--- config.mk ---
export PLATFORM = sky130hd
export DESIGN_NAME = regfile_write_arbiter
export DESIGN_NICKNAME = d
export VERILOG_FILES = /design/src/rtl/regfile_pkg.sv /design/src/rtl/regfile_write_arbiter_wb_fifo.sv /design/src/rtl/regfile_write_arbiter.sv
export SDC_FILE = /design/constraint.sdc
export NUM_CORES = 1
export LEC_CHECK = 0
export ABC_AREA = 1
export BUFFER_PORTS_ARGS = -buffer_cell sky130_fd_sc_hd__buf_2
export CORE_UTILIZATION = 54
export DETAILED_ROUTE_END_ITERATION = 8
export PLACE_DENSITY = 0.81
export SLEW_MARGIN = 20
export SYNTH_ARGS = -nofsm -noshare
export SYNTH_HDL_FRONTEND = slang
export SYNTH_SLANG_ARGS = --single-unit
--- constraint.sdc ---
create_clock -name clk -period 4.05 [get_ports clk]
set_input_delay 0 -clock clk [delete_from_list [all_inputs] [get_ports clk]]
set_output_delay 0 -clock clk [all_outputs]
set_load 0.01 [all_outputs]
--- src/rtl/regfile_pkg.sv ---
// Shared types and constants for the register-file write path.
// Holds the buffered write-back entry and the one-hot register enable decode.
package regfile_pkg;

   localparam int unsigned N          = 32;
   localparam int unsigned ADDR_W     = 5;
   localparam int unsigned NUM_REGS   = 1 << ADDR_W;
   localparam int unsigned STARVE_MAX = 4;

   typedef struct packed {
      logic [ADDR_W-1:0] rd;
      logic [N-1:0]      wd;
   } wb_entry_t;

   // x0 is hardwired, so its enable bit is never produced.
   function automatic logic [NUM_REGS-1:0] onehot_dec(input logic [ADDR_W-1:0] idx);
      logic [NUM_REGS-1:0] v;
      v = '0;
      if (idx != '0) v[idx] = 1'b1;
      return v;
   endfunction

endpackage

--- src/rtl/regfile_write_arbiter_wb_fifo.sv ---
// Small FIFO of write-back entries for long-latency results.
// Pointers carry one extra wrap bit so full and empty can be told apart.
module wb_fifo
   import regfile_pkg::*;
#(
   parameter int unsigned DEPTH = 2
) (
   input  logic      clk,
   input  logic      reset,
   input  logic      push,
   input  wb_entry_t din,
   input  logic      pop,
   output logic      full,
   output logic      empty,
   output wb_entry_t head
);

   localparam int unsigned PTR_W = $clog2(DEPTH);

   wb_entry_t        mem_q [DEPTH];
   wb_entry_t        mem_d [DEPTH];
   logic [PTR_W:0]   wr_ptr_q, wr_ptr_d;
   logic [PTR_W:0]   rd_ptr_q, rd_ptr_d;
   logic             push_ok, pop_ok;

   assign empty = (wr_ptr_q == rd_ptr_q);
   assign full  = (wr_ptr_q[PTR_W] != rd_ptr_q[PTR_W]) &&
                  (wr_ptr_q[PTR_W-1:0] == rd_ptr_q[PTR_W-1:0]);
   assign head  = mem_q[rd_ptr_q[PTR_W-1:0]];

   assign push_ok = push && !full;
   assign pop_ok  = pop && !empty;

   always_comb begin
      mem_d    = mem_q;
      wr_ptr_d = wr_ptr_q;
      rd_ptr_d = rd_ptr_q;
      if (push_ok) begin
         mem_d[wr_ptr_q[PTR_W-1:0]] = din;
         wr_ptr_d = wr_ptr_q + (PTR_W+1)'(1);
      end
      if (pop_ok) rd_ptr_d = rd_ptr_q + (PTR_W+1)'(1);
   end

   always_ff @(posedge clk) begin
      if (reset) begin
         wr_ptr_q <= '0;
         rd_ptr_q <= '0;
      end else begin
         wr_ptr_q <= wr_ptr_d;
         rd_ptr_q <= rd_ptr_d;
      end
   end

   // Storage needs no reset; entries are only read once the pointers say so.
   always_ff @(posedge clk) begin
      mem_q <= mem_d;
   end

endmodule

--- src/rtl/regfile_write_arbiter.sv ---
// Register-file write-port arbiter: core results first, buffered long-latency
// results drain into free slots, with a pending-destination scoreboard.
module regfile_write_arbiter #(
   parameter int unsigned N          = regfile_pkg::N,
   parameter int unsigned ADDR_W     = regfile_pkg::ADDR_W,
   parameter int unsigned FIFO_DEPTH = 2,
   parameter int unsigned STARVE_MAX = regfile_pkg::STARVE_MAX
) (
   input  logic                     clk,
   input  logic                     reset,
   input  logic                     core_we,
   input  logic [ADDR_W-1:0]        core_rd,
   input  logic [N-1:0]             core_wd,
   input  logic                     lu_valid,
   output logic                     lu_ready,
   input  logic [ADDR_W-1:0]        lu_rd,
   input  logic [N-1:0]             lu_wd,
   input  logic                     issue_valid,
   input  logic [ADDR_W-1:0]        issue_rd,
   input  logic [ADDR_W-1:0]        rs1,
   input  logic [ADDR_W-1:0]        rs2,
   output logic                     busy_rs1,
   output logic                     busy_rs2,
   output logic                     stall_req,
   output logic                     hazard_err,
   output logic [(1<<ADDR_W)-1:0]   wr_en,
   output logic [N-1:0]             wr_data
);

   import regfile_pkg::wb_entry_t;
   import regfile_pkg::onehot_dec;

   localparam int unsigned NUM_REGS = 1 << ADDR_W;
   localparam int unsigned CNT_W    = $clog2(STARVE_MAX + 1);

   logic [NUM_REGS-1:0] pending_q, pending_d;
   logic [CNT_W-1:0]    starve_q, starve_d;
   logic                hazard_q, hazard_d;

   logic      fifo_full, fifo_empty, head_valid;
   logic      push, pop, core_eff;
   wb_entry_t head, lu_entry;

   assign lu_entry = '{rd: lu_rd, wd: lu_wd};
   assign lu_ready = !fifo_full && !reset;
   assign push     = lu_valid && lu_ready;

   wb_fifo #(.DEPTH(FIFO_DEPTH)) u_fifo (
      .clk   (clk),
      .reset (reset),
      .push  (push),
      .din   (lu_entry),
      .pop   (pop),
      .full  (fifo_full),
      .empty (fifo_empty),
      .head  (head)
   );

   assign head_valid = !fifo_empty;
   assign stall_req  = !reset && head_valid && (starve_q == CNT_W'(STARVE_MAX));
   assign core_eff   = !reset && core_we && (core_rd != '0) && !stall_req;
   assign pop        = !reset && !core_eff && head_valid;

   assign busy_rs1   = (rs1 != '0) && pending_q[rs1];
   assign busy_rs2   = (rs2 != '0) && pending_q[rs2];
   assign hazard_err = hazard_q;

   // Write-port mux: core slot, else FIFO head, else idle.
   always_comb begin
      wr_en   = '0;
      wr_data = '0;
      if (core_eff) begin
         wr_en   = onehot_dec(core_rd);
         wr_data = core_wd;
      end else if (pop) begin
         wr_en   = onehot_dec(head.rd);
         wr_data = head.wd;
      end
   end

   // Scoreboard, starvation counter and sticky hazard flag.
   always_comb begin
      pending_d = pending_q;
      starve_d  = starve_q;
      hazard_d  = hazard_q;

      if (pop) pending_d[head.rd] = 1'b0;
      if (issue_valid) pending_d[issue_rd] = 1'b1;
      pending_d[0] = 1'b0;

      if (fifo_empty || pop) starve_d = '0;
      else if (core_eff)     starve_d = starve_q + CNT_W'(1);

      if (core_eff && pending_q[core_rd]) hazard_d = 1'b1;
   end

   always_ff @(posedge clk) begin
      if (reset) begin
         pending_q <= '0;
         starve_q  <= '0;
         hazard_q  <= 1'b0;
      end else begin
         pending_q <= pending_d;
         starve_q  <= starve_d;
         hazard_q  <= hazard_d;
      end
   end

endmodule

==> results_dict.tcl <==
set metrics [dict create \
    fin_util_pct 71.8 \
    num_rows 39 \
    viasPerCell 5.50 \
    cts_buffer_depth 2 \
    synth_top_cells_by_count "407 x nand2_1, 74 x edfxtp_1, 57 x nor2_1" \
    async_flop_share_pct 0 \
    path_cells "buf_4 -> inv_2 -> nand2_1 -> nand2_1 -> inv_1 -> nand2_1 -> nor2_1 -> nand3_1 -> o21ai_0 -> buf_2" \
    grt_pass1_wl_um 29900 \
    dr.first_iter.drc_count 962 \
    crit_path_max_incr_delay_ns 0.40 \
    clock.fmax_ghz 0.355 \
    dp_cells 1137 \
    cp_common_cell "nand2_1" \
    tns_ns 0 \
    setup_violations 0 \
    cap_violations 0 \
    initial_core_util_pct 55.5 \
    leakagePower_uw 0.00372 \
    fin_hold_ws_ns 0.0551 \
    yosysTopAreaCell "edfxtp_1" \
    path_clk_slew_ns 0.05 \
    cts_root_buffer "clkbuf_16" \
    worst_pin_slew_ns 1.01 \
    vias 6671 \
    min_path_type "in -> reg" \
    fp.coreArea_sq_um 11500 \
    cts-htree-levels 4 \
    nFillCells 874 \
    globalRouteOverflowTotal 0 \
    syn_inst 868 \
    io_pins 163 \
    ys_warn_count 0 \
    die_h_um 111 \
    status "completed" \
    fin_crit_ns 2.82 \
    finalHoldViolCount 0 \
    synth.most_common_cell "nand2_1" \
    cts_made_buffers 17 \
    finClkSkew_ns 0.00579 \
    wl_per_cell_um 15.7 \
    tritoncts "built" \
    worstPathArrival_ns 2.82 \
    rsz0062_at_grt "false" \
    syn_area_sq_um 6370 \
    yosysSeqAreaShare_pct 47.2 \
    antenna_found_initial 0 \
    postCtsSetupRepairBufs 0 \
    synthTopCellsByArea "edfxtp_1 35%, nand2_1 24%, dfxtp_1 12%" \
    grt_max_degree 45 \
    cp_slowest_cell "buf_4" \
    clk_latency_ns 0.41 \
    yosysUniqueCellTypes 33 \
    drv_slew 0 \
    synth_top_area_share_pct 34.9 \
    synth_area_per_cell_sq_um 7.33 \
    place.gp.congestion 0.953 \
    drive_gt1_share_pct 20.8 \
    ant_nets 0 \
    critPathTopFamily "buffers and inverters" \
    cts.sinks 113 \
    crit_path_end_kind "output port" \
    ir_worst_vdd_mv 0.541 \
    crit_required_ns 4.05 \
    port_buffers 161 \
    power_density_nw_per_um2 399 \
    min_period_over_period_pct 69.6 \
    drc 0 \
    slew_headroom_pct 32.5 \
    startpoint_type "register" \
    crit_type "reg -> out" \
    first_pass_iters 7 \
    syn_nets 964 \
    fp.dieW_um 111 \
    cp_max_fo 42 \
    nets 1153 \
    area_growth_pct 29.3 \
    cts_resized 0 \
    synth_seq_cells 113 \
    synth_edf_count 74 \
    track_usage_pct 30.9 \
    instances_no_fill 1213 \
    hpwl_um 12600 \
    die_area_sq_um 12200 \
    grt_pass1_vias 6097 \
    ys_dominant_reg_cell "edfxtp_1" \
    wl_um 19000 \
    antenna_cells 0 \
    postCtsHoldBufs 43 \
    crit_buf_inv 4 \
]
-- registers in the layout, summed over array words and instances (netlist names) --
name             count
u_fifo.wr_ptr_q      2
starve_q             3
u_fifo.rd_ptr_q      2
pending_q           31
u_fifo.mem_q        74
hazard_err           1
-- per-stage QoR --
stage,total power (uW),worst slack (ns),instance area (sq um)
final,3290,1.23,8230
after CTS,3270,1.28,8210
after detailed placement,1710,1.69,7150
after global placement,1710,1.69,7150
after global routing,3390,1.03,8230
after floorplan,1580,1.03,6370
-- worst reg2reg max path, cell delays in order (launching register included) --
cell and delay [ns]:
dfxtp_1 0.37, buf_4 0.40, inv_2 0.40, nand2_1 0.17
nand2_1 0.10, inv_1 0.08, nand2_1 0.20, nor2_1 0.21
nand3_1 0.16, nand2_1 0.14, a21oi_1 0.07
-- area by class of cell --
class	count	area, sq um	area share (%)
Clock buffer	20	467	5.67
Multi-Input combinational cell	670	2970	36.0
Tap cell	143	179	2.17
Sequential cell	113	3000	36.5
Timing Repair Buffer	207	1280	15.5
Inverter	48	185	2.25
Clock inverter	12	155	1.88
-- worst paths after layout --
check	start	end	slack (ns)	depth (start not counted)
hold reg to reg	hazard_err	hazard_err	0.45	2
setup reg to reg	u_fifo.rd_ptr_q[0]	pending_q[10]	1.61	10
setup / recovery	u_fifo.rd_ptr_q[0]	wr_en[10]	1.23	10
hold / removal	issue_rd[0]	pending_q[8]	0.06	4
-- cells by family after synthesis --
logic type	after synthesis	share of synthesized area (%)
xor gates and xnor gates	4	0.786
and+or+nand+nor	546	34.8
buffers and inverters	85	6.37
AOI/OAI and AO/OA	117	10.4
DFF	113	47.2
other	1	0.0589
adders and majority gates	2	0.393
-- placed cells by master (no fill, tap or decap) --
cell type and n:
clkinv_4 2, xnor2_1 1, inv_2 1, o21ai_2 7
nand2_1 407, clkinv_1 2, a21oi_4 1, nor3_1 17
nand3_1 52, o21ai_0 38, nor2_4 1, buf_2 161
o211ai_1 8, xor2_1 1, dfxtp_1 39, xnor2_2 2
clkbuf_16 17, o2111ai_1 2, a31oi_1 2, clkbuf_8 3
nand3_2 8, a22o_1 2, conb_1 1, ha_1 2
clkinvlp_4 2, inv_1 43, nand2_4 3, o21ai_1 10
buf_4 2, nand3b_2 1, buf_16 1, a21oi_1 47
clkinv_2 3, nor2_1 56, edfxtp_1 74, inv_6 2
inv_4 2, nand2_2 1, bufinv_16 3, dlygate4sd3_1 43
-- power by group --
part | switching [uW] | total (uW) | internal [uW]
sequential | 15.5 | 1280 | 1270
combinational | 298 | 457 | 160
clock | 529 | 1550 | 1020
total | 842 | 3290 | 2440
-- per-layer routing --
| metal | track usage, % | vias up | routed length [um] |
|---|---|---|---|
| li1 | - | 3211 | - |
| met1 | 39.5 | 3031 | 7570 |
| met2 | 50.2 | 369 | 9030 |
| met3 | 6.20 | 60 | 1730 |
| met4 | 14.7 | 0 | 663 |
| met5 | 0 | - | 0 |
(Power assumes the default switching activity.)
